`src/rtl/multi_cycle_control_unit.sv`:
```
// ---------------------------------------------------------------------------
// multi_cycle_control_unit
//
// Purpose:
//    Control FSM for a multi-cycle RV32I-style datapath. It sequences
//    IF -> ID -> EX -> (MEM) -> (WB) per instruction. Every memory state
//    (IF, MEM) is stretched by MEM_WAIT extra wait cycles. All control
//    outputs are decoded from the state, the latched opcode, bcond and the
//    wait counter.
//
// Parameters:
//    MEM_WAIT  : extra wait cycles per memory access (0..15)
//
// Ports:
//    clk          in   rising-edge clock
//    reset        in   asynchronous, active-low reset
//    opcode[6:0]  in   instruction register bits [6:0]
//    bcond        in   branch-taken flag from the ALU
//    halt_req     in   datapath flag (x17 == 10), used by ECALL
//    mem_read, mem_write, i_or_d, ir_write, mem_to_reg, reg_write,
//    pc_to_reg, pc_write, alu_src_a, is_ecall, illegal_inst, halted
//                 out  single-bit control strobes
//    alu_src_b[1:0]  out  00 reg, 01 const 4, 10 imm
//    alu_op[1:0]     out  00 add, 01 branch compare, 10 funct-decoded
//    pc_source[1:0]  out  00 PC+4, 01 ALU target, 10 JALR target
//
// Configuration macro:
//    CTRL_ECALL_HALT_EN : when defined, ECALL with halt_req=1 enters a
//                         sticky HALT state (left only through reset).
// ---------------------------------------------------------------------------
module multi_cycle_control_unit #(
   parameter int unsigned MEM_WAIT = 0
) (
   input  logic       clk,
   input  logic       reset,
   input  logic [6:0] opcode,
   input  logic       bcond,
   input  logic       halt_req,
   output logic       mem_read,
   output logic       mem_write,
   output logic       i_or_d,
   output logic       ir_write,
   output logic       mem_to_reg,
   output logic       reg_write,
   output logic       pc_to_reg,
   output logic       pc_write,
   output logic       alu_src_a,
   output logic       is_ecall,
   output logic       illegal_inst,
   output logic       halted,
   output logic [1:0] alu_src_b,
   output logic [1:0] alu_op,
   output logic [1:0] pc_source
);

   localparam int unsigned    CW      = (MEM_WAIT == 0) ? 1 : $clog2(MEM_WAIT + 1);
   localparam logic [CW-1:0]  LP_WAIT = CW'(MEM_WAIT);

   localparam logic [6:0] OP_LOAD      = 7'b0000011;
   localparam logic [6:0] OP_STORE     = 7'b0100011;
   localparam logic [6:0] OP_ARITH     = 7'b0110011;
   localparam logic [6:0] OP_ARITH_IMM = 7'b0010011;
   localparam logic [6:0] OP_BRANCH    = 7'b1100011;
   localparam logic [6:0] OP_JAL       = 7'b1101111;
   localparam logic [6:0] OP_JALR      = 7'b1100111;
   localparam logic [6:0] OP_ECALL     = 7'b1110011;

   typedef enum logic [2:0] {
      S_IF,
      S_ID,
      S_EX,
      S_MEM,
      S_WB,
      S_HALT
   } state_t;

   state_t        r_state;
   logic [CW-1:0] r_cnt;
   logic [6:0]    r_op;      // opcode captured on leaving ID; EX/MEM/WB ignore the live input

   logic w_last;
   logic w_legal;
   logic w_ecall;
   logic w_halt_go;

   assign w_last  = (r_cnt == LP_WAIT);
   assign w_ecall = (opcode == OP_ECALL);
   assign w_legal = (opcode == OP_LOAD)   || (opcode == OP_STORE)     ||
                    (opcode == OP_ARITH)  || (opcode == OP_ARITH_IMM) ||
                    (opcode == OP_BRANCH) || (opcode == OP_JAL)       ||
                    (opcode == OP_JALR);

`ifdef CTRL_ECALL_HALT_EN
   assign w_halt_go = halt_req;
`else
   // Without the halt feature every ECALL behaves as halt_req = 0.
   logic w_unused_halt_req;
   assign w_unused_halt_req = halt_req;
   assign w_halt_go         = 1'b0;
`endif

   // ------------------------------------------------------------------
   // State, wait counter and latched opcode
   // ------------------------------------------------------------------
   always_ff @(posedge clk or negedge reset) begin
      if (!reset) begin
         r_state <= S_IF;
         r_cnt   <= '0;
         r_op    <= '0;
      end else begin
         case (r_state)
            S_IF: begin
               if (w_last) begin
                  r_state <= S_ID;
                  r_cnt   <= '0;
               end else begin
                  r_cnt <= r_cnt + CW'(1);
               end
            end
            S_ID: begin
               r_op  <= opcode;
               r_cnt <= '0;
               if (w_legal)
                  r_state <= S_EX;
               else if (w_ecall && w_halt_go)
                  r_state <= S_HALT;
               else
                  r_state <= S_IF;
            end
            S_EX: begin
               r_cnt <= '0;
               case (r_op)
                  OP_LOAD, OP_STORE: r_state <= S_MEM;
                  OP_BRANCH:         r_state <= S_IF;
                  default:           r_state <= S_WB;
               endcase
            end
            S_MEM: begin
               if (w_last) begin
                  r_state <= (r_op == OP_LOAD) ? S_WB : S_IF;
                  r_cnt   <= '0;
               end else begin
                  r_cnt <= r_cnt + CW'(1);
               end
            end
            S_WB: begin
               r_state <= S_IF;
               r_cnt   <= '0;
            end
            S_HALT: begin
               r_state <= S_HALT;
               r_cnt   <= '0;
            end
            default: begin
               r_state <= S_IF;
               r_cnt   <= '0;
            end
         endcase
      end
   end

   // ------------------------------------------------------------------
   // Output decode
   // ------------------------------------------------------------------
   always_comb begin
      mem_read     = 1'b0;
      mem_write    = 1'b0;
      i_or_d       = 1'b0;
      ir_write     = 1'b0;
      mem_to_reg   = 1'b0;
      reg_write    = 1'b0;
      pc_to_reg    = 1'b0;
      pc_write     = 1'b0;
      alu_src_a    = 1'b0;
      is_ecall     = 1'b0;
      illegal_inst = 1'b0;
      halted       = 1'b0;
      alu_src_b    = 2'b00;
      alu_op       = 2'b00;
      pc_source    = 2'b00;

      case (r_state)
         S_IF: begin
            mem_read = 1'b1;
            // Reset holds the IF state; the IR load strobe is suppressed
            // so that only the fetch read is visible while reset is low.
            ir_write = w_last && reset;
         end
         S_ID: begin
            alu_src_b = 2'b01;
            if (!w_legal) begin
               if (w_ecall) begin
                  is_ecall = 1'b1;
                  pc_write = !w_halt_go;
               end else begin
                  illegal_inst = 1'b1;
                  pc_write     = 1'b1;
               end
            end
         end
         S_EX: begin
            case (r_op)
               OP_ARITH: begin
                  alu_src_a = 1'b1;
                  alu_op    = 2'b10;
               end
               OP_ARITH_IMM: begin
                  alu_src_a = 1'b1;
                  alu_src_b = 2'b10;
                  alu_op    = 2'b10;
               end
               OP_LOAD, OP_STORE, OP_JALR: begin
                  alu_src_a = 1'b1;
                  alu_src_b = 2'b10;
               end
               OP_BRANCH: begin
                  alu_op    = 2'b01;
                  pc_write  = 1'b1;
                  pc_source = bcond ? 2'b01 : 2'b00;
               end
               OP_JAL: begin
                  alu_src_b = 2'b10;
               end
               default: ;
            endcase
         end
         S_MEM: begin
            i_or_d = 1'b1;
            if (r_op == OP_STORE) begin
               mem_write = 1'b1;
               pc_write  = w_last;
            end else begin
               mem_read = 1'b1;
            end
         end
         S_WB: begin
            reg_write  = 1'b1;
            pc_write   = 1'b1;
            mem_to_reg = (r_op == OP_LOAD);
            pc_to_reg  = (r_op == OP_JAL) || (r_op == OP_JALR);
            if (r_op == OP_JAL)
               pc_source = 2'b01;
            else if (r_op == OP_JALR)
               pc_source = 2'b10;
         end
         S_HALT: begin
`ifdef CTRL_ECALL_HALT_EN
            halted = 1'b1;
`endif
         end
         default: ;
      endcase
   end

endmodule

```
`config.mk`:
```
export PLATFORM = sky130hd
export DESIGN_NAME = multi_cycle_control_unit
export DESIGN_NICKNAME = d
export VERILOG_FILES = /design/src/rtl/multi_cycle_control_unit.sv
export SDC_FILE = /design/constraint.sdc
export NUM_CORES = 1
export LEC_CHECK = 0
export CORE_MARGIN = 2
export CORE_UTILIZATION = 43
export CTS_BUF_LIST = sky130_fd_sc_hd__clkbuf_2 sky130_fd_sc_hd__clkbuf_4 sky130_fd_sc_hd__clkbuf_8
export CTS_CLUSTER_DIAMETER = 50
export DETAILED_ROUTE_END_ITERATION = 10
export GPL_TIMING_DRIVEN = 0
export MAX_ROUTING_LAYER = met4
export PLACE_DENSITY = 0.85
export SLEW_MARGIN = 10
export SYNTH_ARGS = -nofsm -noshare
export SYNTH_HDL_FRONTEND = slang
export SYNTH_SLANG_ARGS = --single-unit
```
`constraint.sdc`:
```
create_clock -name clk -period 1.85 [get_ports clk]
set_input_delay 0.2775 -clock clk [delete_from_list [all_inputs] [get_ports clk]]
set_output_delay 0.2775 -clock clk [all_outputs]
set_load 0.02 [all_outputs]
```
After elaboration in Yosys (flattened, before gate mapping)

Cells that the tools add are included.

Word-level logic and storage cells: 80
Flip-flop bits (word level): 11
Output and inout port bits: 18

Reduce and logical (&&, ||, !) cells: 15
Mux-type cells: 38
Eq/ne operators: 22
Bitwise logic cells: 1
Add/subtract/negate cells: 1

Operators by type and width:

| kind                                                            | count |
|---|---|
| 7-bit == test, second input constant                            | 7 |
| 7-bit by 6-bit == test with 1-bit output, second input constant | 4 |
| 1-bit two-way mux                                               | 23 |
| 3-bit case mux with 5 select lines                              | 1 |
| 7-bit by 2-bit == test with 1-bit output, second input constant | 2 |
| 7-bit by 5-bit == test with 1-bit output, second input constant | 2 |
| 2-bit case mux with 2 select lines                              | 3 |
| 2-bit two-way mux                                               | 5 |
| 5-bit OR reduction                                              | 2 |
| 3-bit two-way mux                                               | 3 |
| 1-bit logical OR                                                | 7 |
| 3-bit by 2-bit == test with 1-bit output, second input constant | 2 |
| 3-bit == test, second input constant                            | 2 |
| 3-bit case mux with 2 select lines                              | 1 |
| 2-bit OR reduction                                              | 3 |
| 2-bit != test, second input constant                            | 2 |
| 1-bit case mux with 4 select lines                              | 1 |
| 3-bit by 1-bit == test with 1-bit output, second input constant | 1 |
| 3-bit zero test                                                 | 1 |
| 1-bit case mux with 2 select lines                              | 1 |
| 2-bit AND reduction                                             | 1 |
| 1-bit adder, second input constant                              | 1 |
| 1-bit logical AND                                               | 1 |
| 1-bit inverter                                                  | 1 |

Longest topological paths before layout

Gate-level depths: netlist of the first run.

Depth after elaboration: 9
Gate-level depth with buffers: 6
Depth with buffers taken out: 4

Worst setup path after synthesis of the first run

No wires, ideal clock.

Path type: register to output
Start: register r_state[2]
End: output pc_source[0]
Cell stages (with the launch flop): 6
Path slack: -0.107 ns
Data arrival time: 1.680 ns
Data required time: 1.572 ns
Cell sequence: dfrtp_1 buf_2 nand2b_1 or2_2 nor3_2 a22o_1

Cells in the longest elaborated chain, start to end: 2
Elaborated cells on any way between the ends: 3
Classes of those cells: eq/ne (2); mux (1)

RTL lines:

| item                                                                      | RTL line | source |
|---|---|---|
| from (decl)                                                               | 77       | `state_t r_state;` |
| from (signal assigned)                                                    | 140      | `r_state <= (r_op == OP_LOAD) ? S_WB : S_IF;` |
| 3-bit == test or 3-bit by 2-bit == test with 1-bit output (tied branches) | 182      | `case (r_state)` |
| 2-bit case mux with 2 select lines *                                      | 182      |  |
| to (decl)                                                                 | 53       | `output logic [1:0] pc_source` |

Mark *: on every way between the ends. The rest lies on a longest branch, timed or not.

Worst setup path after layout of the first run

Start: register r_state[1]
End: output is_ecall

Cells in the longest elaborated chain, start to end: 2

RTL lines:

| item                                     | RTL line | source |
|---|---|---|
| 3-bit by 1-bit == test with 1-bit output | 182      |  |
| 1-bit two-way mux                        | 182      |  |
| to (decl)                                | 48       | `output logic is_ecall,` |

Every way passes these cells.

==> impl_results.md, run 1 <==
- Status: finished with violations
- Violated checks: negative setup slack
- Unrepaired setup endpoints after global routing: yes
- F_max: 0.493 GHz
- Count of nets left with antenna violations after detail routing: 0
- Areal power density over the cells: 1350 mW/mm²
- Detailed-routing iteration count for the pre-antenna-repair pass: 4
- Kind of end point of the critical path: primary output
- WP data arrival: 1750 ps
- Leakage power: 0.618 nW
- GR Util All Layers: 0.261
- Transition time at the pin with the least slew margin: 515 ps
- Mapped Nets: 90
- Commonest cells after routing, fill and taps aside: buf_4, nand2_1, mux2_2
- Final HPWL DP: 1.26 mm
- Dominant cell type by area after synthesis: dfrtp_1
- Crit path max fanout: 6
- Nets: 140
- CP Cell Sequence: buf_4 > nor2b_4 > nor2b_4 > nand2b_4 > buf_4 > and2b_2 > buf_6
- Largest net degree at the start of global routing: 12
- WP buf/inv: 3
- Count of maximum capacitance violations: 0
- CP required: 1570 ps
- Leading cell type in the layout, fill and taps excluded: buf_4
- Initial antenna violation count: 0
- Number of CTS-inserted buffers: 3
- Number of placement rows: 14
- Average wire per standard cell: approximately 16 µm
- Number of placed instances, taps included: 121
- Ranking of synthesized cells by area: dfrtp_1, mux2_2, nand2_1, nor2_1, nor3_1
- Routed via count divided by cell count: 5.45
- Slowest stage cell, crit path: dfrtp_2
- Fraction of final layout cells with drive strength greater than 1: 0.638
- Initial core utilization: 0.459
- Area of combinational cells with multiple inputs: between 500 and 600 µm²
- Distinct cells, synth: 34
- Combined area of all synthesized cells: 699 µm²
- Non-Filler Instances: 143
- Critical path type: flop to primary output
- Fillers: about 110
- Slowest Stage Delay on Critical Path: 460 ps
- CTS H-tree depth: 1
- Tcrit/Tclk final: 1.10
- Cell class contributing the biggest share of worst-path delay: simple AND/OR/NAND/NOR gates
- Post-layout min period: just over 2000 ps
- Clock Root Buffer: clkbuf_4
- PortBufs: 26
- CTS sink cnt: 10
- Number of antenna diodes: 0
- Remaining Overflow, GRT: 0
- Height of the die: 44.3 µm
- Class of the worst hold path: input port to async pin
- Post-layout util: 0.812
- I/O Pins: 29
- Gpl congestion: about 0.82
- Synthesized area per cell: 8.85 µm²
- Number of buffers on the longest clock path: 2
- Clock skew: 8.35 ps
- Clock latency of the later-clocked register in the worst-skew pair: approximately 290 ps
- Crit path setup slack, layout: -179 ps
- Number of DRC markers after the initial detailed-route iteration: 14
- Share of the synthesized area in the top cell type: 0.358
- Area growth, synth to finish: 76.9%
- Number of synthesized register bits: 10
- Setup violators final: 9
- Seq. cell area: 258 µm²
- CTS tree: done
- First-pass GRT wire length: 3.44 mm
- Number of instances in the synthesized netlist: 79
- Via count of the first global-routing pass: ~730
- Remaining max-slew budget at the tightest pin: 0.657
- Number of max-slew violations in the final report: 0
- Wirelength, routed: 2.31 mm
- Die width: 44.3 µm
- Part of the Yosys area used for sequential elements: 0.358
- Clock transition at path regs: roughly 70 ps
- Overall via count from detail_route: 780
- Core box area: 0.00152 mm²
- DR DRC count: 0
- Crit path launch type: flop
- Yosys warning count: 0
- Full die area: 0.00197 mm²
- Max VDD drop: 871 µV
- Number of hold violations in the final report: 0
==> routing by layer <==
metal	track usage	wire length (µm)
met1	0.304	910
met2	0.391	1200
met3	0.0898	122
met4	0.145	80
met5	-	0
==> worst reg2reg max path, delay by kind of cell, from the launching register on <==
kind	cells	cell delay, ps
simple gates	2	320
flops	1	460
buf+inv	4	550
mux	1	340
==> cell usage after synthesis <==
cell type	instances
nand2_1	13
dfrtp_1	10
mux2_2	8
nor2_1	8
nor3_1	5
nor2b_1	3
and3b_1	2
buf_6	2
nand2b_1	2
nand3_1	2
a211oi_1	1
a21o_1	1
a21oi_1	1
a221oi_2	1
a22o_1	1
a22oi_1	1
a31oi_1	1
and2b_2	1
and3_1	1
buf_2	1
buf_4	1
clkbuf_1	1
conb_1	1
inv_1	1
nand2b_2	1
nand4_1	1
nor3_2	1
nor4b_1	1
o21ai_0	1
o31a_1	1
o31ai_1	1
or2_1	1
or2_2	1
or4b_1	1
==> cell type report <==
cell class / instances / share of cell area
multi-input combinational: 63 / 0.422
clock buffer: 3 / 0.0182
buffer: 1 / 0.00607
inverter: 1 / 0.00303
tap: 16 / 0.0162
sequential: 10 / 0.208
timing repair buffer: 49 / 0.327
==> where the power goes <==
group          leakage [nW]  total [W]  switching, W  internal [W]
clock network        0.0138   0.000164     0.0000880     0.0000758
logic                 0.490    0.00103      0.000452      0.000583
registers             0.114   0.000472      0.000148      0.000325
total                 0.618    0.00167      0.000688      0.000983
==> sequential cells by signal, summed over array words and instances, names as in the netlist <==
name and cells:
r_op 7, r_state 3
==> repair_timing <==
| item | in CTS | in global routing |
|---|---|---|
| pin swaps | 8 | 11 |
| resized for setup | 96 | 29 |
| endpoints found under the setup margin | 17 | 17 |
| hold buffers | 0 | 0 |
| setup buffers | 14 | 9 |
==> cell families (layout without fill, tap and decap cells) <==
logic type	Yosys count	in the layout	synth area share
AND/OR/NAND/NOR	44	44	0.335
AO/OA/AOI/OAI	10	10	0.113
flip-flops	10	10	0.358
multiplexers	8	8	0.129
buffers and inverters	6	54	0.0608
other	1	1	0.00536
==> stage by stage <==
| step | total power (W) | TNS [ps] | hold WS (ps) | cell area (µm²) | setup slack [ps] |
|---|---|---|---|---|---|
| 6_report | 0.00167 | -795 | 61.8 | 1240 | -179 |
| 5_1_grt | 0.00178 | -1460 | 86.9 | 1240 | -243 |
| 4_1_cts | 0.00149 | -385 | 81.8 | 1150 | -215 |
| 3_5_place_dp | 0.00113 | -4580 | 516 | 995 | -858 |
| 3_3_place_gp | 0.00112 | -4300 | 517 | 995 | -829 |
| 2_1_floorplan | 0.000899 | 0 | -18.1 | 714 | 3.46 |
==> final timing paths <==
| kind | startpoint | end | slack [ps] | cells past startpoint |
|---|---|---|---|---|
| min in group clk | opcode[2] | r_op[2]$_DFFE_PN0P_ | 260 | 2 |
| max reg2reg | r_state[1]$_DFF_PN0_ | r_op[4]$_DFFE_PN0P_ | 70 | 7 |
| min | reset | r_state[2]$_DFF_PN0_ | 60 | 1 |
| max | r_state[1]$_DFF_PN0_ | is_ecall | -180 | 7 |
| max in group asynchronous | reset | r_state[1]$_DFF_PN0_ | 1410 | 1 |
| min reg2reg | r_op[1]$_DFFE_PN0P_ | r_op[1]$_DFFE_PN0P_ | 530 | 1 |
No activity file was read; power rests on OpenSTA's default activity.
==> run 2: changes to the inputs <==
--- a/config.mk
+++ b/config.mk
@@ -10,7 +10,6 @@
 export CTS_BUF_LIST = sky130_fd_sc_hd__clkbuf_2 sky130_fd_sc_hd__clkbuf_4 sky130_fd_sc_hd__clkbuf_8
 export CTS_CLUSTER_DIAMETER = 50
 export DETAILED_ROUTE_END_ITERATION = 10
-export GPL_TIMING_DRIVEN = 0
 export MAX_ROUTING_LAYER = met4
 export PLACE_DENSITY = 0.85
 export SLEW_MARGIN = 10
==> run 2 against run 1 <==
  * The flow still finishes with violations (negative setup slack)
  * Routed wire length is 85% higher
  * Sequential share of layout area is 3.6 points lower
  * Die area stayed put
  * Design area is 18% higher
  * Utilization is 15 points higher
  * Setup slack worse by 130 ps
  * Non-clock buffer count is 19 higher
  * Power is 20% higher
  * Sequential cell count stayed put
  * Clock skew is 0.81 ps higher
  * Cell count is 14% higher
  * Via count is 37% higher
  * Critical endpoint is now alu_src_a
==> impl_results.md, run 2 (synthesis results as in run 1) <==
- Crit path launch type: flop
- Clock Root Buffer: clkbuf_4
- Post-layout min period: 2160 ps
- Slowest stage cell, crit path: dfrtp_1
- Met2 usage: 0.644
- Overall via count from detail_route: ~1.1k
- Detailed-routing iteration count for the pre-antenna-repair pass: 4
- Initial antenna violation count: 0
- Initial core utilization: 0.459
- Height of the die: roughly 44 µm
- Wirelength, routed: between 4 and 5 mm
- Max VDD drop: 1340 µV
- Setup TNS: -1850 ps
- CTS tree: done
- Leading cell type in the layout, fill and taps excluded: buf_4
- F_max: 0.464 GHz
- CTS H-tree depth: 1
- Tcrit/Tclk final: 1.17
- First-pass GRT wire length: about 4.9 mm
- Number of placed instances, taps included: 149
- Core box area: 0.00152 mm²
- Slowest Stage Delay on Critical Path: about 400 ps
- Number of placement rows: 14
- Clock transition at path regs: 90 ps
- CTS sink cnt: 10
- Unrepaired setup endpoints after global routing: yes
- Die width: 44.3 µm
- Number of buffers on the longest clock path: 2
- Grt met3 use: 0.0939
- Met1 layer usage reported by global route: 0.371
- Via count of the first global-routing pass: 960
- Critical path type: flop to primary output
- Area growth, synth to finish: 109%
- Class of the worst hold path: input port to flop
- Count of maximum capacitance violations: 0
- Clock skew: approximately 9.2 ps
- Number of CTS-inserted buffers: 3
- WP data arrival: 1880 ps
- Number of hold violations in the final report: 0
- Leakage power: between 0.7 and 0.8 nW
- GR Util All Layers: 0.367
- PortBufs: 26
- Non-Filler Instances: 163
- Violated checks: negative setup slack
- Busiest layer in global routing: met2
- I/O Pins: 29
- Count of nets left with antenna violations after detail routing: 0
- Cell mode on critical path: buf_4
- Average wire per standard cell: around 26 µm
- Kind of end point of the critical path: primary output
- Routed via count divided by cell count: 6.56
- Areal power density over the cells: 1370 mW/mm²
- Full die area: 0.00197 mm²
- Nets: ~160
- Fillers: 33
- Remaining Overflow, GRT: 0
- DR DRC count: 0
- Number of DRC markers after the initial detailed-route iteration: ~80
- Fraction of final layout cells with drive strength greater than 1: 0.735
- Number of max-slew violations in the final report: 0
- Number of antenna diodes: 0
- Crit path max fanout: 4
- Max reg flops: 7
- Status: finished with violations
- Gpl congestion: around 0.92
- Register containing the most flip-flops in the final layout: r_op
- Final HPWL DP: 1.99 mm
- Leading registers by flop count: r_op x7, r_state x3
- Commonest cells after routing, fill and taps aside: buf_4, buf_6, nand2_1, mux2_2, dfrtp_1
- Largest net degree at the start of global routing: 11
- Setup violators final: 13
- Crit path setup slack, layout: -306 ps
- CP Cell Sequence: and3b_2 > nand4_1 > buf_4 > o31a_1 > nor3_2 > buf_4
- CP required: 1570 ps
- Clock latency of the later-clocked register in the worst-skew pair: 270 ps
## run 2: cell type report
type	count	area (µm²)	share of cell area
flip-flops and latches	10	253	0.173
well taps	16	20.0	0.0137
repair buffers	69	582	0.397
inverters	1	3.75	0.00256
multi-input cells	63	569	0.389
clock buffers	4	36.3	0.0248
## run 2: through the flow
step,total power (W),instance area [µm²],setup slack (ps),util,hold slack (ps)
after floorplan,0.000899,714,3.46,-,-18.1
after global placement,0.00133,1200,-756,0.790,583
after detailed placement,0.00137,1200,-832,0.790,587
after CTS,0.00171,1350,-172,0.885,253
after global routing,0.00206,1460,-322,0.961,267
final,0.00201,1460,-306,0.961,279
## run 2: worst paths after layout
kind	slack, ps	start	cells after the start	endpoint
min in group asynchronous	340	reset	2	r_state[0]$_DFF_PN0_
max in group asynchronous	1350	reset	2	r_state[1]$_DFF_PN0_
hold / removal	280	opcode[2]	2	r_op[2]$_DFFE_PN0P_
setup reg to reg	300	r_op[2]$_DFFE_PN0P_	5	r_state[2]$_DFF_PN0_
hold reg to reg	670	r_state[0]$_DFF_PN0_	2	r_state[0]$_DFF_PN0_
setup / recovery	-310	r_op[4]$_DFFE_PN0P_	6	alu_src_a
## run 2: metal layers
metal,part of all wire,vias to the layer above
li1,-,413
met1,0.33,515
met2,0.46,105
met3,0.12,37
met4,0.090,0
met5,0,-
## run 2: where the power goes
part | switching, W | leakage [nW] | internal [W]
Sequential | 0.000134 | 0.118 | 0.000316
Clock | 0.0000892 | 0.0210 | 0.000119
Combinational | 0.000650 | 0.569 | 0.000700
Total | 0.000874 | 0.709 | 0.00114
## run 2: timing repair
action                     in CTS  in global routing
pin swaps                       6                  9
buffers inserted                6                  4
hold buffers                    0                  0
setup endpoints to repair      17                 16
gates resized for setup       122                 30
## run 2: critical path, delay by kind of cell (launching register included)
family,cells,cell delay [ps]
buffers and inverters,2,410
and+or+nand+nor,3,700
DFF,1,400
AOI/OAI and AO/OA,1,100
==> run 3: changes to the inputs <==
--- a/config.mk
+++ b/config.mk
@@ -5,13 +5,14 @@
 export SDC_FILE = /design/constraint.sdc
 export NUM_CORES = 1
 export LEC_CHECK = 0
+export ABC_AREA = 1
 export CORE_MARGIN = 2
-export CORE_UTILIZATION = 43
+export CORE_UTILIZATION = 45
 export CTS_BUF_LIST = sky130_fd_sc_hd__clkbuf_2 sky130_fd_sc_hd__clkbuf_4 sky130_fd_sc_hd__clkbuf_8
 export CTS_CLUSTER_DIAMETER = 50
 export DETAILED_ROUTE_END_ITERATION = 10
 export MAX_ROUTING_LAYER = met4
-export PLACE_DENSITY = 0.85
+export PLACE_DENSITY = 0.86
 export SLEW_MARGIN = 10
 export SYNTH_ARGS = -nofsm -noshare
 export SYNTH_HDL_FRONTEND = slang
==> run 3 against run 2 <==
  * The run now ends clean
  * Synthesized cell count is 43% higher
  * Sequential cell count stayed put
  * Count of clock-buffer cells in the layout decreased by 1
  * Highest routed layer unchanged
  * Critical path type unchanged
  * First-iteration DRC count is 83% lower
  * Routed wire length down 58%
==> impl_results.md, run 3 <==
- Clock Root Buffer: clkbuf_4
- Post-layout min period: ~1800 ps
- CTS tree: done
- Pre-CTS WS: -268 ps
- Post-layout util: 0.673
- First-pass GRT wire length: 2.95 mm
- Leakage power: 0.634 nW
- WP data arrival: between 1000 and 1500 ps
- Cts-stage hold buffer count: 0
- Commonest cells after routing, fill and taps aside: nand2_1, buf_4, inv_1, nor2_1, dfrtp_1
- Synthesized-area fraction occupied by xor and xnor cells: 0
- Remaining Overflow, GRT: 0
- Tcrit/Tclk final: 0.946
- Yosys warning count: 0
- Internal power consumption: 0.000715 W
- Status: completed
- GR Util All Layers: 0.205
- Number of synthesized register bits: 10
- Mapped Nets: around 120
- Number of antenna diodes: 0
- Cell class contributing the biggest share of worst-path delay: buffers and inverters
- Number of instances in the synthesized netlist: 113
- CTS sink cnt: 10
- Initial antenna violation count: 0
- Crit path launch type: flop
- Die width: 45.6 µm
- Ranking of synthesized cells by area: dfrtp_1, nand2_1, nor2_4, inv_1, nor2_1
- Post-Synth Simple-Gate Area: 0.496
- Busiest layer in global routing: met2
- CTS H-tree depth: 1
- Dominant cell type by area after synthesis: dfrtp_1
- Height of the die: 45.6 µm
- Multiplexer fraction of the synthesized cell area: 0
- Crit path setup slack, layout: between 90 and 100 ps
- Clock latency of the later-clocked register in the worst-skew pair: 250 ps
- Nets: between 150 and 200
- Gpl congestion: 0.828
- Via count of the first global-routing pass: 779
- Clock network power share: 0.099
- Fillers: 150
- Number of placed instances, taps included: 169
- CP Cell Sequence: inv_2 > buf_4 > nand2_1 > nor3_1 > dlygate4sd2_1
- Register containing the most flip-flops in the final layout: r_op
- Distinct cells, synth: 21
- Power share of the combinational group: 0.608
- Initial core utilization: 0.467
- Largest family of logic cells by synthesized area: simple AND/OR/NAND/NOR gates
- Number of CTS-inserted buffers: 3
- EDFF count, synth: 0
- Routed via count divided by cell count: 4.95
- Share of the synthesized area in compound gates (AO/OA/AOI/OAI): 0.0722
- Leading registers by flop count: r_op x7, r_state x3
- Fraction of final layout cells with drive strength greater than 1: 0.329
- Areal power density over the cells: 1220 mW/mm²
- Met2 usage: 0.377
- Synthesized area per cell: 6.90 µm²
- Clock skew: 0.329 ps
- Count of maximum capacitance violations: 0
- Grt met3 use: 0.0198
- Slowest Stage Delay on Critical Path: roughly 400 ps
- Number of DRC markers after the initial detailed-route iteration: 14
- Full die area: around 0.0021 mm²
- Switching pwr: 0.000654 W
- Largest net degree at the start of global routing: 11
- Leading cell type in the layout, fill and taps excluded: nand2_1
- Most frequently used cell type in the post-synthesis netlist: nand2_1
- PortBufs: 26
- Unrepaired setup endpoints after global routing: no
- Max VDD drop: roughly 730 µV
- Number of placement rows: 15
- Setup violators final: 0
- Crit path max fanout: 4
- Average wire per standard cell: 10.6 µm
- Combined area of all synthesized cells: between 700 and 800 µm²
- Number of buffers on the longest clock path: 2
- Number of hold violations in the final report: 0
- Overall via count from detail_route: 851
- DR DRC count: 0
- Met1 layer usage reported by global route: 0.205
- Area growth, synth to finish: 44.1%
- Non-Filler Instances: 172
- F_max: 0.571 GHz
- Number of buffers added for setup after CTS: 0
- Placement Cell Area: between 0.001 and 0.0015 mm²
- Most common library cells after synthesis: nand2_1, inv_1, nor2_1
- Post-Synth Adder-Cell Area: 0
- Sw frac: 0.478
- Class of the worst hold path: input port to async pin
- Async SR Flop Fraction: 1.00
- Final HPWL DP: between 1.5 and 2 mm
- WP buf/inv: 3
- Sequential cell fraction of total power: 0.293
- Clock transition at path regs: 60 ps
- I/O Pins: 29
- Core box area: 0.00167 mm²
- Detailed-routing iteration count for the pre-antenna-repair pass: 6
- Slowest stage cell, crit path: dfrtp_1
- Max reg flops: 7
- Kind of end point of the critical path: primary output
- Part of the Yosys area used for sequential elements: 0.321
- Share of the synthesized area in the top cell type: 0.321
- Wirelength, routed: 1.82 mm
- Post-route design area: 0.00112 mm²
- Count of nets left with antenna violations after detail routing: 0
- Synth Flop Type: dfrtp_1
- CP required: 1570 ps
- Number of max-slew violations in the final report: 0
- Critical path type: flop to primary output
-- run 3: cell types whose count changed after synthesis, moves of 4 or more --
cell / before / now
inv_1: 1 / 11
inv_2: 0 / 6
mux2_2: 8 / 0
nand2_1: 13 / 34
nand2_2: 0 / 6
nand3_1: 2 / 8
nor2_4: 0 / 5
nor3_1: 5 / 1
-- run 3: final timing paths --
check                                startpoint                  end  slack (ps)  depth (start not counted)
min in group clk            r_op[0]$_DFFE_PN0P_  r_op[0]$_DFFE_PN0P_         520                          2
min                                       reset  r_op[3]$_DFFE_PN0P_         350                          2
max in group asynchronous                 reset  r_op[6]$_DFFE_PN0P_        1370                          2
min reg2reg                 r_op[0]$_DFFE_PN0P_  r_op[0]$_DFFE_PN0P_         520                          2
max reg2reg                r_state[2]$_DFF_PN0_  r_op[5]$_DFFE_PN0P_         730                          6
max                         r_op[4]$_DFFE_PN0P_           mem_to_reg         100                          5
-- run 3: cell families after synthesis --
group	Yosys count
AOI/OAI and AO/OA	9
other	1
DFF	10
and+or+nand+nor	74
buffers and inverters	19
-- run 3: area by class of cell --
| cell class | instances | area, µm² | share of cell area |
|---|---|---|---|
| Clock buffer | 3 | 22.5 | 0.0200 |
| Sequential cell | 10 | 250 | 0.223 |
| Tap cell | 17 | 21.3 | 0.0189 |
| Inverter | 17 | 63.8 | 0.0568 |
| Multi-Input combinational cell | 84 | 447 | 0.398 |
| Timing Repair Buffer | 41 | 319 | 0.284 |
-- run 3: power by group through the flow --
stage	Clock, W	Sequential (W)	Combinational [W]
floorplan	0	0.000393	0.000542
detailed placement	0	0.000401	0.000879
finish	0.000136	0.000401	0.000832
CTS	0.000144	0.000398	0.000842
global route	0.000157	0.000409	0.000916
global placement	0	0.000391	0.000865
-- run 3: repair_timing --
action,in CTS,in global routing
hold endpoints to repair,0,0
gates cloned,0,0
gates resized for setup,22,14
endpoints found under the setup margin,17,10
pin swaps,0,0
-- run 3: metal layers --
layer	wire [µm]	vias to the layer above
met3	117	4
met4	22	0
li1	-	444
met5	0	-
met2	921	32
met1	755	371
-- run 3: through the flow --
step	TNS, ps	total power, W	hold slack [ps]
2_1_floorplan	0	0.000935	-18.1
3_3_place_gp	-704	0.00126	503
3_5_place_dp	-779	0.00128	506
4_1_cts	0	0.00138	341
5_1_grt	0	0.00148	362
6_report	0	0.00137	346
